==> src/rtl/udp_pkg.sv <==
// rtl/udp_pkg.sv - shared UDP/IPv4/Ethernet framing constants and state encoding
// Used by the transmit framer and the byte-level receiver.
package udp_pkg;

    typedef enum logic [3:0] {
        ST_IDLE      = 4'd0,
        ST_CHECK_SUM = 4'd1,
        ST_PREAMBLE  = 4'd2,
        ST_ETH_HEAD  = 4'd3,
        ST_IP_HEAD   = 4'd4,
        ST_UDP_HEAD  = 4'd5,
        ST_SEND_DATA = 4'd6,
        ST_CRC       = 4'd7,
        ST_IFG       = 4'd8
    } udp_state_t;

    localparam int CHECK_SUM_LEN = 4;
    localparam int PREAMBLE_LEN  = 8;
    localparam int ETH_HEAD_LEN  = 14;
    localparam int IP_HEAD_LEN   = 20;
    localparam int UDP_HEAD_LEN  = 8;
    localparam int CRC_LEN       = 4;
    localparam int MIN_PAYLOAD   = 18;
    localparam int MAX_PAYLOAD   = 1472;
    localparam int IFG_LEN       = 12;

    localparam logic [15:0] ETH_TYPE_IPV4 = 16'h0800;
    localparam logic [7:0]  IP_PROTO_UDP  = 8'd17;

    // Ones'-complement carry fold of a 32-bit partial sum.
    function automatic logic [31:0] csum_fold(input logic [31:0] s);
        return {16'd0, s[31:16]} + {16'd0, s[15:0]};
    endfunction

endpackage

==> src/rtl/crc32_d8.sv <==
// rtl/crc32_d8.sv - byte-parallel Ethernet CRC-32 update register
// Ports: clk, rst_n (sync, active-low), clear (reload FFFFFFFF), en (fold data in),
//        data (byte, LSB first on the wire), crc (raw register, caller inverts for FCS).
module crc32_d8 (
    input  logic        clk,
    input  logic        rst_n,
    input  logic        clear,
    input  logic        en,
    input  logic [7:0]  data,
    output logic [31:0] crc
);

    logic [31:0] crc_next;

    // Reflected form: EDB88320 is 04C11DB7 bit-reversed, data shifted LSB first.
    always_comb begin
        crc_next = crc ^ {24'd0, data};
        for (int i = 0; i < 8; i++) begin
            crc_next = crc_next[0] ? ((crc_next >> 1) ^ 32'hEDB88320) : (crc_next >> 1);
        end
    end

    always_ff @(posedge clk) begin
        if (!rst_n || clear) begin
            crc <= 32'hFFFF_FFFF;
        end else if (en) begin
            crc <= crc_next;
        end
    end

endmodule

==> src/rtl/udp_send.sv <==
// rtl/udp_send.sv - UDP/IPv4/Ethernet transmit framer, one byte per clock
// Ports: eth_txc clock, rst_n sync active-low reset; tx_start_en/tx_byte_num/des_mac/des_ip
//        start a frame; tx_req/tx_data fetch payload words from a read-latency-1 source;
//        tx_databyte/tx_databyte_en carry the framed byte stream; tx_busy, tx_done status.
// Build option: UDP_TX_CRC_EN appends the Ethernet FCS (via crc32_d8); otherwise the
//        frame ends at the last pad byte.
module udp_send
    import udp_pkg::*;
#(
    parameter logic [47:0] BOARD_MAC_ADDR = 48'h00_11_22_33_44_55,
    parameter logic [31:0] BOARD_IP_ADDR  = {8'd192, 8'd168, 8'd1, 8'd102},
    parameter logic [15:0] BOARD_UDP_PORT = 16'd1234,
    parameter logic [15:0] DES_UDP_PORT   = 16'd1234,
    parameter logic [7:0]  IP_TTL         = 8'h40
) (
    input  logic        eth_txc,
    input  logic        rst_n,
    input  logic        tx_start_en,
    input  logic [15:0] tx_byte_num,
    input  logic [47:0] des_mac,
    input  logic [31:0] des_ip,
    input  logic [31:0] tx_data,
    output logic        tx_req,
    output logic [7:0]  tx_databyte,
    output logic        tx_databyte_en,
    output logic        tx_busy,
    output logic        tx_done
);

    udp_state_t  state, state_next;
    logic [15:0] cnt, cnt_next, last_idx;

    logic [15:0] byte_num, data_len, total_len, udp_len, ident, checksum;
    logic [47:0] des_mac_r;
    logic [31:0] des_ip_r;
    logic [31:0] sum, fold;

    logic        start_ok;
    logic [7:0]  byte_next;
    logic        en_next, req_next, done_next;

    logic [111:0] eth_hdr;
    logic [159:0] ip_hdr;
    logic [63:0]  udp_hdr;
    logic [7:0]   eth_b [ETH_HEAD_LEN];
    logic [7:0]   ip_b  [IP_HEAD_LEN];
    logic [7:0]   udp_b [UDP_HEAD_LEN];

    assign start_ok = tx_start_en && (tx_byte_num <= 16'(MAX_PAYLOAD));
    assign tx_busy  = (state != ST_IDLE);
    assign fold     = csum_fold(sum);

    assign eth_hdr = {des_mac_r, BOARD_MAC_ADDR, ETH_TYPE_IPV4};
    assign ip_hdr  = {8'h45, 8'h00, total_len, ident, 16'h4000, IP_TTL, IP_PROTO_UDP,
                      checksum, BOARD_IP_ADDR, des_ip_r};
    assign udp_hdr = {BOARD_UDP_PORT, DES_UDP_PORT, udp_len, 16'h0000};

    for (genvar i = 0; i < ETH_HEAD_LEN; i++) begin : g_eth
        assign eth_b[i] = eth_hdr[8*(ETH_HEAD_LEN-1-i) +: 8];
    end
    for (genvar i = 0; i < IP_HEAD_LEN; i++) begin : g_ip
        assign ip_b[i] = ip_hdr[8*(IP_HEAD_LEN-1-i) +: 8];
    end
    for (genvar i = 0; i < UDP_HEAD_LEN; i++) begin : g_udp
        assign udp_b[i] = udp_hdr[8*(UDP_HEAD_LEN-1-i) +: 8];
    end

`ifdef UDP_TX_CRC_EN
    logic [31:0] crc;
    logic [31:0] fcs;
    logic        crc_en;

    // Covers destination MAC through the last pad byte; reloaded during preamble.
    assign crc_en = (state == ST_ETH_HEAD) || (state == ST_IP_HEAD) ||
                    (state == ST_UDP_HEAD) || (state == ST_SEND_DATA);
    assign fcs    = ~crc;

    crc32_d8 u_crc32_d8 (
        .clk   (eth_txc),
        .rst_n (rst_n),
        .clear (state == ST_PREAMBLE),
        .en    (crc_en),
        .data  (byte_next),
        .crc   (crc)
    );
`endif

    // Last cnt value of each phase; the IFG phase is one longer because its first
    // cycle still flushes the final byte through the output register.
    always_comb begin
        last_idx = 16'd0;
        case (state)
            ST_CHECK_SUM: last_idx = 16'(CHECK_SUM_LEN - 1);
            ST_PREAMBLE:  last_idx = 16'(PREAMBLE_LEN - 1);
            ST_ETH_HEAD:  last_idx = 16'(ETH_HEAD_LEN - 1);
            ST_IP_HEAD:   last_idx = 16'(IP_HEAD_LEN - 1);
            ST_UDP_HEAD:  last_idx = 16'(UDP_HEAD_LEN - 1);
            ST_SEND_DATA: last_idx = data_len - 16'd1;
`ifdef UDP_TX_CRC_EN
            ST_CRC:       last_idx = 16'(CRC_LEN - 1);
`endif
            ST_IFG:       last_idx = 16'(IFG_LEN);
            default:      last_idx = 16'd0;
        endcase
    end

    always_comb begin
        state_next = state;
        cnt_next   = cnt + 16'd1;
        if (state == ST_IDLE) begin
            cnt_next = 16'd0;
            if (start_ok) state_next = ST_CHECK_SUM;
        end else if (cnt == last_idx) begin
            cnt_next = 16'd0;
            case (state)
                ST_CHECK_SUM: state_next = ST_PREAMBLE;
                ST_PREAMBLE:  state_next = ST_ETH_HEAD;
                ST_ETH_HEAD:  state_next = ST_IP_HEAD;
                ST_IP_HEAD:   state_next = ST_UDP_HEAD;
                ST_UDP_HEAD:  state_next = ST_SEND_DATA;
`ifdef UDP_TX_CRC_EN
                ST_SEND_DATA: state_next = ST_CRC;
                ST_CRC:       state_next = ST_IFG;
`else
                ST_SEND_DATA: state_next = ST_IFG;
`endif
                default:      state_next = ST_IDLE;
            endcase
        end
    end

    // Byte for the next output cycle, plus request/done look-ahead.
    always_comb begin
        byte_next = 8'h00;
        en_next   = 1'b1;
        case (state)
            ST_PREAMBLE: byte_next = (cnt[2:0] == 3'd7) ? 8'hD5 : 8'h55;
            ST_ETH_HEAD: byte_next = eth_b[cnt[3:0]];
            ST_IP_HEAD:  byte_next = ip_b[cnt[4:0]];
            ST_UDP_HEAD: byte_next = udp_b[cnt[2:0]];
            ST_SEND_DATA: begin
                if (cnt < byte_num) begin
                    case (cnt[1:0])
                        2'd0:    byte_next = tx_data[31:24];
                        2'd1:    byte_next = tx_data[23:16];
                        2'd2:    byte_next = tx_data[15:8];
                        default: byte_next = tx_data[7:0];
                    endcase
                end
            end
`ifdef UDP_TX_CRC_EN
            ST_CRC: begin
                case (cnt[1:0])
                    2'd0:    byte_next = fcs[7:0];
                    2'd1:    byte_next = fcs[15:8];
                    2'd2:    byte_next = fcs[23:16];
                    default: byte_next = fcs[31:24];
                endcase
            end
`endif
            default: en_next = 1'b0;
        endcase

        // tx_req is registered, so it is decided three cycles before the word's
        // first byte is on the output: word 0 from UDP_HEAD, others mid-word.
        req_next = ((state == ST_UDP_HEAD) && (cnt == 16'(UDP_HEAD_LEN - 2)) &&
                    (byte_num != 16'd0)) ||
                   ((state == ST_SEND_DATA) && (cnt[1:0] == 2'd2) &&
                    ((cnt + 16'd2) < byte_num));
        done_next = (state == ST_IFG) && (cnt == 16'd0);
    end

    always_ff @(posedge eth_txc) begin
        if (!rst_n) begin
            state          <= ST_IDLE;
            cnt            <= 16'd0;
            byte_num       <= 16'd0;
            data_len       <= 16'd0;
            total_len      <= 16'd0;
            udp_len        <= 16'd0;
            des_mac_r      <= 48'd0;
            des_ip_r       <= 32'd0;
            ident          <= 16'd0;
            sum            <= 32'd0;
            checksum       <= 16'd0;
            tx_databyte    <= 8'd0;
            tx_databyte_en <= 1'b0;
            tx_req         <= 1'b0;
            tx_done        <= 1'b0;
        end else begin
            state          <= state_next;
            cnt            <= cnt_next;
            tx_databyte    <= byte_next;
            tx_databyte_en <= en_next;
            tx_req         <= req_next;
            tx_done        <= done_next;

            if (tx_done) ident <= ident + 16'd1;

            if ((state == ST_IDLE) && start_ok) begin
                byte_num  <= tx_byte_num;
                data_len  <= (tx_byte_num < 16'(MIN_PAYLOAD)) ? 16'(MIN_PAYLOAD) : tx_byte_num;
                total_len <= tx_byte_num + 16'(IP_HEAD_LEN + UDP_HEAD_LEN);
                udp_len   <= tx_byte_num + 16'(UDP_HEAD_LEN);
                des_mac_r <= des_mac;
                des_ip_r  <= des_ip;
            end

            // Header checksum pipeline: two partial sums, two carry folds, invert.
            if (state == ST_CHECK_SUM) begin
                case (cnt[1:0])
                    2'd0: sum <= 32'h4500 + {16'd0, total_len} + {16'd0, ident} + 32'h4000 +
                                 {16'd0, IP_TTL, IP_PROTO_UDP};
                    2'd1: sum <= sum + {16'd0, BOARD_IP_ADDR[31:16]} + {16'd0, BOARD_IP_ADDR[15:0]} +
                                 {16'd0, des_ip_r[31:16]} + {16'd0, des_ip_r[15:0]};
                    2'd2: sum <= fold;
                    default: checksum <= ~fold[15:0];
                endcase
            end
        end
    end

endmodule

==> config.mk <==
export PLATFORM = sky130hd
export DESIGN_NAME = udp_send
export DESIGN_NICKNAME = d
export VERILOG_FILES = /design/src/rtl/udp_pkg.sv /design/src/rtl/crc32_d8.sv /design/src/rtl/udp_send.sv
export SDC_FILE = /design/constraint.sdc
export NUM_CORES = 1
export LEC_CHECK = 0
export ABC_AREA = 1
export BUFFER_PORTS_ARGS = -buffer_cell sky130_fd_sc_hd__buf_2
export CAP_MARGIN = 40
export CELL_PAD_IN_SITES_DETAIL_PLACEMENT = 1
export CELL_PAD_IN_SITES_GLOBAL_PLACEMENT = 2
export CORE_AREA = 2 2 208 210
export CTS_CLUSTER_DIAMETER = 50
export DETAILED_ROUTE_END_ITERATION = 6
export DIE_AREA = 0 0 210 212
export PLACE_DENSITY_LB_ADDON = 0.1
export SLEW_MARGIN = 20
export SYNTH_ARGS = -nofsm -noshare
export SYNTH_HDL_FRONTEND = slang
export SYNTH_SLANG_ARGS = --single-unit
==> constraint.sdc <==
create_clock -name eth_txc -period 4.6 [get_ports eth_txc]
set_input_delay 0.23 -clock eth_txc [delete_from_list [all_inputs] [get_ports eth_txc]]
set_output_delay 0.23 -clock eth_txc [all_outputs]
set_load 0.05 [all_outputs]
== Word level (Yosys, flattened, before mapping) ==
Index checks and enable logic that the tools add are counted.
Word-level totals
  flip-flop bits (word level): 239
  input port bits: 131
  logic and storage cells: 99
Operators by class
  $add $sub $neg: 15
  $lt $le $gt $ge: 7
  equal/unequal tests: 13
  mux-type cells: 21
  bitwise gates (word level): 6
  reductions and logical operators: 22
Operators by type and width (number)
  16-bit one-hot mux with 6 select lines: 1
  32-bit one-hot mux with 3 select lines: 1
  32-bit by 16-bit adder with 32-bit output: 2
  8-bit two-way mux: 8
  8-bit binary-select mux with 5-bit select: 1
  8-bit one-hot mux with 5 select lines: 1
  16-bit by 1-bit adder with 16-bit output (second input constant): 2
  32-bit by 16-bit adder with 32-bit output (second input constant): 1
  32-bit by 9-bit adder with 32-bit output (second input constant): 1
  8-bit binary-select mux with 4-bit select: 1
  16-bit less-than comparator: 2
  8-bit binary-select mux with 3-bit select: 1
  4-bit one-hot mux with 6 select lines: 1
  8-bit one-hot mux with 3 select lines: 1
  19-bit by 15-bit adder with 20-bit output (second input constant): 1
  18-bit by 15-bit adder with 19-bit output (second input constant): 1
  17-bit by 16-bit adder with 18-bit output: 1
  15-bit by 16-bit adder with 17-bit output (first input constant): 1
  16-bit by 16-bit adder with 17-bit output: 1
  16-bit by 2-bit adder with 16-bit output (second input constant): 1
  16-bit by 4-bit adder with 16-bit output (second input constant): 1
  16-bit by 5-bit adder with 16-bit output (second input constant): 1
  16-bit == test: 1
  16-bit by 3-bit == test with 1-bit output (second input constant): 1
  35 further kinds: 50

== Longest topological paths before layout ==
Gate-level depths: netlist of the first run.
  depth in word-level cells: 6
  mapped depth: 17
  depth with buffers taken out: 17

== Least setup slack after synthesis of the first run ==
No wires, ideal clock.
  kind: register to register
  start: reg des_ip_r[2]
  end: reg sum[10]
  data arrival time: 2843 ps
  setup slack: 1642 ps
  cell stages (with the launch flop): 16
  path buffers: 0
  period minus slack after synthesis: 2958 ps
  path through: dfxtp_1 -> inv_1 -> ha_1 -> fa_1 -> inv_1 -> ha_1 -> fa_1 -> nand3_1 -> a31oi_1 -> nor2_1 -> o21ai_0 -> or2_2 -> nand3_1 -> nand3_1 -> o21ai_0 -> inv_1
On the way
  longest elaborated chain between the ends: 2
RTL lines
  start, declared: line udp_send.sv:35  | logic [31:0] des_ip_r;
  start signal, assigned: line udp_send.sv:206  | des_ip_r <= des_ip;
  32-bit by 16-bit adder with 32-bit output: line udp_send.sv:215  | {16'd0, des_ip_r[31:16]} + {16'd0, des_ip_r[15:0]};
  32-bit one-hot mux with 3 select lines: line udp_send.sv:211  | case (cnt[1:0])
  end signal, assigned: line udp_send.sv:212  | 2'd0: sum <= 32'h4500 + {16'd0, total_len} + {16'd0, ident} + 32'h4000 +
  end signal, assigned: line udp_send.sv:214  | 2'd1: sum <= sum + {16'd0, BOARD_IP_ADDR[31:16]} + {16'd0, BOARD_IP_ADDR[15:0]} +
  end signal, assigned: line udp_send.sv:216  | 2'd2: sum <= fold;
  end, declared: line udp_send.sv:36  | logic [31:0] sum, fold;
No other way between the ends.
A chain may end at the register's enable or synchronous reset.

== Final worst setup path of the first run ==
  start: reg sum[11]
  end: reg sum[27]
On the way
  longest elaborated chain between the ends: 5
RTL lines (line)
  32-bit by 16-bit adder with 32-bit output: udp_send.sv:214
  32-bit by 9-bit adder with 32-bit output: udp_send.sv:214
  32-bit by 16-bit adder with 32-bit output: udp_send.sv:214
  32-bit by 16-bit adder with 32-bit output: udp_send.sv:215
  32-bit one-hot mux with 3 select lines: udp_send.sv:211
No other way between the ends.

==> impl_metrics.csv, run 1 <==
group,metric,value,unit
logic_synthesis,yosysSeqAreaShare,30.3,%
floorplanning,die_w,210,um
critical_path,crit_top_cell,"nand2_1",
logic_synthesis,async_reset_ff_share,0,%
clock_tree,root_buffer,"clkbuf_16",
timing,slew_headroom,45.6,%
job,cap_violations,0,
global_route,grt_pass1_wl,94600,um
floorplanning,rows,76,
drt,dr_wl_met2,30600,um
drt,drt-met1-wl,26500,um
timing,rsz0062_at_grt,"no",
floorplanning,die_h,212,um
timing,worstMarginPinSlew,0.808,ns
drt,avgViaCountPerCell,5.37,
critical_path,startpoint_type,"flop",
logic_synthesis,yosysWarnings,0,
global_route,grt_pass1_vias,16712,
critical_path,worst_ep_required_time,5.04,ns
critical_path,cp_slowest_cell,"fa_1",
timing,setup_viol,0,
floorplanning,coreArea,0.0425,mm^2
clock_tree,cts_tree,"yes",
global_route,grt_antenna_before_repair,1,
global_route,grt_max_degree,81,
drt,dr_wl_met3,2050,um
floorplanning,ios,143,
place,io_buffers,142,
clock_tree,post-cts-setup-buffers,0,
clock_tree,cts_sinks,234,
logic_synthesis,yosysUniqueCellTypes,50,
power_and_ir_drop,powerDensity,373,mW/mm^2
timing,period_share,74.1,%
clock_tree,cts_max_level,2,
final_layout,fill_cells,5428,
drt,final_antenna_net_count,0,
logic_synthesis,syn_area,0.0155,mm^2
final_layout,antennaDiodeCount,0,
clock_tree,cts_max_path_buffers,3,
critical_path,setup.worst_path.end_class,"flop",
timing,period_needed,3.41,ns
place,routabilityCongestion,0.880,
timing,fin_worst_skew,0.0254,ns
logic_synthesis,synth_edf_count,0,
global_route,gr-total-overflow,0,
logic_synthesis,syn_inst,2255,
timing,tns,0,ns
logic_synthesis,synthFlopType,"dfxtp_1",
drt,top_layer,"met5",
place,hpwl,46700,um
power_and_ir_drop,p_leak,8.35,nW
timing,fmaxAchievable,0.293,GHz
drt,firstDrtPassIters,4,
timing,hold_viol_final,0,
critical_path,r2r_start,"sum[11]",
global_route,grt_usage,27.5,%
logic_synthesis,syn-num-nets,2529,
final_layout,regArea,0.00468,mm^2
drt,post_drt_wl_per_cell,20.4,um
critical_path,worst-setup-path-type,"reg -> reg",
timing,slew_viol_final,0,
final_layout,final_cell_mix,"352 x nand2_1, 339 x inv_1, 234 x dfxtp_1",
place,place_area,0.0167,mm^2
critical_path,crit_chain,"inv_1 > fa_1 > inv_1 > ha_1 > ha_1 > nand2_1 > nor2_1 > nand2_1 > o21ai_0 > nand2_1 > o211ai_1 > nand4_1 > o21ai_0 > a21oi_1",
clock_tree,cts_resized,0,
floorplanning,initial_utilization,36.4,%
hold_path,worst_hold_startpoint,"des_mac[24]",
drt,vias,16197,
floorplanning,die-area,0.0445,mm^2
logic_synthesis,ys_seq_elements,234,
clock_tree,cts_buffers,41,
clock_tree,clk_pin_slew,0.05,ns
final_layout,syn_to_final_growth,21.9,%
drt,routed_wirelength,61500,um
clock_tree,clk_latency,0.57,ns
critical_path,crit_arrival,3.85,ns
final_layout,final_common_cell,"nand2_1",
drt,drcViolationCount,0,
critical_path,cpPeakStageDelay,0.51,ns
hold_path,hold_class,"in -> reg",
logic_synthesis,avgSynthCellArea,6.85,um^2
critical_path,critPathLaunch,"sum[11]",
final_layout,final_cell_area,0.0188,mm^2
status,status,"completed",
critical_path,cp_max_fo,5,
drt,drtIter0Drc,777,
final_layout,drive_above_1_share,10.2,%
final_layout,multi_input_area,0.00910,mm^2
power_and_ir_drop,ir_drop,258,uV
final_layout,nNetsFinal,2716,
[layer usage]
| metal | vias to the layer above | global-route usage (%) |
|---|---|---|
| li1 | 7927 | - |
| met5 | - | 0 |
| met1 | 7910 | 32.9 |
| met2 | 253 | 49.7 |
| met3 | 105 | 4.19 |
| met4 | 2 | 10.3 |
[cell type report]
class / count / area share, %
Timing Repair Buffer: 235 / 8.74
Tap cell: 546 / 3.63
Clock buffer: 54 / 6.30
Sequential cell: 234 / 24.9
Inverter: 347 / 6.92
Clock inverter: 19 / 1.24
Multi-Input combinational cell: 1583 / 48.3
[worst max-delay path, delay by kind of cell, from the launching register on]
family / cells / cell delay, ns
flip-flops: 1 / 0.37
adder cells (fa/ha/maj): 3 / 1.19
buffers and inverters: 2 / 0.19
AND/OR/NAND/NOR: 5 / 0.66
AO/OA/AOI/OAI: 4 / 0.89
[state kept, by name, indices dropped and copies added, names as in the netlist]
name,flops
byte_num,16
checksum,16
cnt,16
data_len,16
des_ip_r,32
des_mac_r,48
ident,16
state,4
sum,32
total_len,14
tx_databyte,8
tx_databyte_en,1
tx_done,1
tx_req,1
udp_len,13
[cells in the mapped netlist, types with 2 or more instances]
master	n	share of area, %
dfxtp_1	234	30
buf_1	6	0.15
nor4_1	10	0.40
o21ai_1	3	0.097
or2_2	3	0.12
a311oi_1	2	0.11
a22oi_1	11	0.53
nand2_2	2	0.081
buf_2	16	0.52
a211oi_1	13	0.63
xor2_1	42	2.4
nand3_1	103	3.3
o21a_1	4	0.19
clkbuf_1	66	1.6
a21o_1	5	0.24
a221oi_1	15	0.85
a21boi_0	2	0.097
a21oi_1	233	7.5
inv_2	2	0.049
ha_1	124	10
fa_1	19	2.5
o221ai_1	10	0.57
a22o_1	2	0.11
a31oi_1	18	0.73
xnor2_1	9	0.51
o21ai_0	212	6.9
o211ai_1	19	0.92
inv_1	340	8.3
o31ai_1	3	0.15
o22ai_1	20	0.81
nand3_2	2	0.13
nand2_1	352	8.6
buf_6	2	0.15
nor3_1	47	1.5
nor3b_1	3	0.15
nor2_1	226	5.5
clkinv_1	5	0.12
o2111ai_1	7	0.40
o21bai_1	12	0.58
nand4_1	38	1.5
nor2_2	4	0.16
[where the power goes]
part | switching, mW | leakage [nW] | internal [mW]
combinational | 1.09 | 5.77 | 0.511
clock | 1.14 | 0.697 | 2.05
sequential | 0.107 | 1.89 | 2.12
total | 2.35 | 8.35 | 4.68
[stage by stage]
stage	hold slack, ns	std cells	power, mW	util [%]	setup WS [ns]
3_3_place_gp	0.438	2872	3.80	39.2	1.20
4_1_cts	0.00139	3018	7.09	44.3	1.17
6_report	0.0140	3018	7.03	44.3	1.19
3_5_place_dp	0.444	2874	3.83	39.3	1.19
5_1_grt	0.00174	3018	7.36	44.3	0.865
2_1_floorplan	0.365	2255	3.25	-	1.64
[final timing paths]
path	to	slack [ns]	depth (start not counted)
worst max-delay path	sum[27]	1.19	14
worst min-delay path	des_mac_r[24]	0.01	3
worst max register to register	sum[27]	1.19	14
worst min register to register	udp_len[4]	0.45	2
[kinds of logic after synthesis]
kind of cell    count (synthesis)  synth area share, %
xor+xnor                       51                 2.89
compound gates                596                 21.7
fa+ha+maj                     143                 12.5
simple gates                  793                 21.7
flops                         234                 30.3
buf+inv                       438                 10.9
[repair_timing]
action                                 CTS  global route
hold buffers                            71             0
setup endpoints to repair                0             0
endpoints found under the hold margin   73             0
Power figures use the tool's default switching activity.
==> run 2: changes to the inputs <==
--- a/config.mk
+++ b/config.mk
@@ -10,10 +10,10 @@
 export CAP_MARGIN = 40
 export CELL_PAD_IN_SITES_DETAIL_PLACEMENT = 1
 export CELL_PAD_IN_SITES_GLOBAL_PLACEMENT = 2
-export CORE_AREA = 2 2 208 210
+export CORE_AREA = 2 2 227 229
 export CTS_CLUSTER_DIAMETER = 50
 export DETAILED_ROUTE_END_ITERATION = 6
-export DIE_AREA = 0 0 210 212
+export DIE_AREA = 0 0 229 231
 export PLACE_DENSITY_LB_ADDON = 0.1
 export SLEW_MARGIN = 20
 export SYNTH_ARGS = -nofsm -noshare
==> constraint.sdc (replaced) <==
create_clock -name eth_txc -period 3.05 [get_ports eth_txc]
set_input_delay 0.1525 -clock eth_txc [delete_from_list [all_inputs] [get_ports eth_txc]]
set_output_delay 0.1525 -clock eth_txc [all_outputs]
set_load 0.05 [all_outputs]
==> run 2 against run 1 <==
Net effect: the flow now finishes with violations (hold timing); count of clock-buffer cells in the layout down 7; register-to-register slack worse by 1.1 ns; global-route usage down 2.4 points; hold slack worse by 0.020 ns; combinational power up 110%; maximum frequency up 15%; worst setup slack worse by 1.1 ns; largest cell class unchanged; largest power group unchanged; highest routed layer is now met4.
==> impl_metrics.csv, run 2 (synthesis gave the netlist of run 1 again) <==
group,metric,value,unit
final_layout,nNetsFinal,2904,
critical_path,r2r_start,"des_ip_r[12]",
floorplanning,ios,143,
timing,hold_viol_final,1,
critical_path,crit_chain,"inv_1 > fa_1 > inv_1 > ha_4 > ha_4 > buf_4 > nand2_2 > buf_4 > nor2_1 > inv_1 > o21ai_2 > buf_4 > xnor2_1 > o22ai_1 > a21oi_2 > nor2_1",
drt,routed_wirelength,67600,um
power_and_ir_drop,ir_drop,447,uV
floorplanning,die_h,231,um
final_layout,final_cell_area,0.0210,mm^2
critical_path,r2r_cells,16,
place,hpwl,51600,um
final_layout,largest_register_ffs,48,
critical_path,r2r_end,"sum[13]",
global_route,grt_max_degree,77,
timing,fmaxAchievable,0.336,GHz
clock_tree,cts_max_path_buffers,3,
final_layout,antennaDiodeCount,0,
global_route,grt_usage,25.0,%
hold_path,hold_class,"in -> reg",
clock_tree,clk_latency,0.57,ns
clock_tree,clk_pin_slew,0.05,ns
floorplanning,die-area,0.0529,mm^2
critical_path,critPathLaunch,"des_ip_r[12]",
timing,period_share,97.6,%
status,status,"finished, violations left",
critical_path,cp_slowest_cell,"fa_1",
hold_path,worst_hold_startpoint,"des_ip[13]",
final_layout,final_util,41.4,%
final_layout,final_common_cell,"nand2_1",
floorplanning,coreArea,0.0507,mm^2
drt,drtIter0Drc,688,
critical_path,setup.worst_path.end_class,"flop",
critical_path,crit_arrival,3.41,ns
timing,slew_viol_final,0,
drt,firstDrtPassIters,4,
floorplanning,die_w,229,um
global_route,gr-total-overflow,0,
floorplanning,rows,83,
critical_path,startpoint_type,"flop",
critical_path,r2r_slack,0.07,ns
final_layout,top_register,"des_mac_r",
critical_path,cp_max_fo,3,
timing,worstMarginPinSlew,0.791,ns
timing,worst_hold_slack,-0.00570,ns
final_layout,syn_to_final_growth,35.8,%
critical_path,worst-setup-path-type,"reg -> reg",
critical_path,critical_path_depth,16,
clock_tree,cts_tree,"yes",
timing,fin_worst_skew,0.0270,ns
place,io_buffers,142,
place,routabilityCongestion,0.872,
drt,final_antenna_net_count,0,
global_route,grt_pass1_vias,17529,
timing,slew_headroom,47.2,%
drt,post_drt_wl_per_cell,20.3,um
place,place_area,0.0181,mm^2
global_route,grt_antenna_before_repair,0,
job,cap_violations,0,
critical_path,crit_path_end,"sum[13]",
place,post-place-ws,-0.345,ns
clock_tree,cts_max_level,2,
drt,vias,16700,
floorplanning,initial_utilization,30.5,%
drt,drcViolationCount,0,
clock_tree,root_buffer,"clkbuf_16",
final_layout,top_regs,"des_mac_r x48, des_ip_r x32, sum x32",
final_layout,fill_cells,6422,
power_and_ir_drop,p_leak,9.26,nW
timing,setup_viol,0,
critical_path,path_delay_family,"adder cells",
timing,layout_setup_ws,0.0720,ns
status,violations,"hold timing",
global_route,grt_pass1_wl,102000,um
timing,period_needed,2.98,ns
critical_path,worst_ep_required_time,3.49,ns
critical_path,worstPathBufferInverterCount,6,
power_and_ir_drop,powerDensity,537,mW/mm^2
clock_tree,cts_sinks,234,
drt,avgViaCountPerCell,5.00,
final_layout,final_cell_mix,"344 x nand2_1, 320 x inv_1, 221 x dfxtp_1",
critical_path,cpPeakStageDelay,0.53,ns
timing,rsz0062_at_grt,"yes",
clock_tree,cts_buffers,40,
final_layout,drive_above_1_share,20.0,%
-- run 2: changes by cell type in the layout (fill, tap and decap cells not counted), moves of 11 or more --
cell	before	now
buf_4	19	190
ha_1	124	100
ha_4	0	24
inv_1	339	320
inv_2	2	21
dlygate4sd3_1	71	89
a21oi_1	233	216
o21ai_0	212	196
a21oi_2	0	14
dfxtp_1	234	221
dfxtp_2	0	13
nor2_1	225	214
-- run 2: stage by stage --
step	TNS (ns)	power, mW	hold slack (ns)	instances
6_report	0	11.3	-0.00570	3337
5_1_grt	-0.137	11.8	0.0151	3337
4_1_cts	-0.0110	11.1	0.00464	3329
3_5_place_dp	-4.68	6.24	0.403	3169
3_3_place_gp	-2.89	6.19	0.382	3169
2_1_floorplan	0	4.91	0.287	2255
-- run 2: how the worst min path moves through the flow --
stage / to / slack, ns / cells after the start
after floorplan: des_mac_r[0] / 0.29 / 2
after global placement: des_mac_r[9] / 0.38 / 3
after detailed placement: des_mac_r[7] / 0.40 / 3
after CTS: des_ip_r[13] / 0.005 / 3
after global routing: des_ip_r[13] / 0.02 / 3
final: des_ip_r[13] / -0.006 / 3
-- run 2: what timing repair did --
action                                  CTS  global route
hold buffers                             89             0
resized for setup                        38           112
setup buffers                             2             8
endpoints found under the hold margin    97             0
pin swaps                                 9            41
endpoints found under the setup margin   23            36
-- run 2: layout make-up --
cell class	count	area [um^2]	share of cell area (%)
clock buffer	47	1070	5.09
clock inverter	22	255	1.22
inverter	347	1300	6.21
multi-input combinational	1583	9700	46.2
sequential	234	4700	22.4
tap	680	851	4.05
timing repair buffer	424	3100	14.8
-- run 2: report_power, final --
part           switching (mW)  internal [mW]
registers               0.133           3.21
clock network            1.70           2.92
logic                    2.04           1.27
-- run 2: worst register-to-register path: stages (launching register included) --
cell and delay [ns]:
dfxtp_1 0.30, inv_1 0.06, fa_1 0.53, inv_1 0.07
ha_4 0.25, ha_4 0.26, buf_4 0.13, nand2_2 0.09
buf_4 0.15, nor2_1 0.10, inv_1 0.06, o21ai_2 0.19
buf_4 0.15, xnor2_1 0.12, o22ai_1 0.11, a21oi_2 0.24
nor2_1 0.06
-- run 2: layer usage --
layer  track usage (%)  share of wire, %  routed length [um]  up-vias
met1              29.7                43               28900     8060
met3              3.27               2.6                1770      102
met5                 0                 0                   0        -
met4              9.31               3.6                2440        0
li1                  -                 -                   -     8291
met2              45.8                51               34500      247
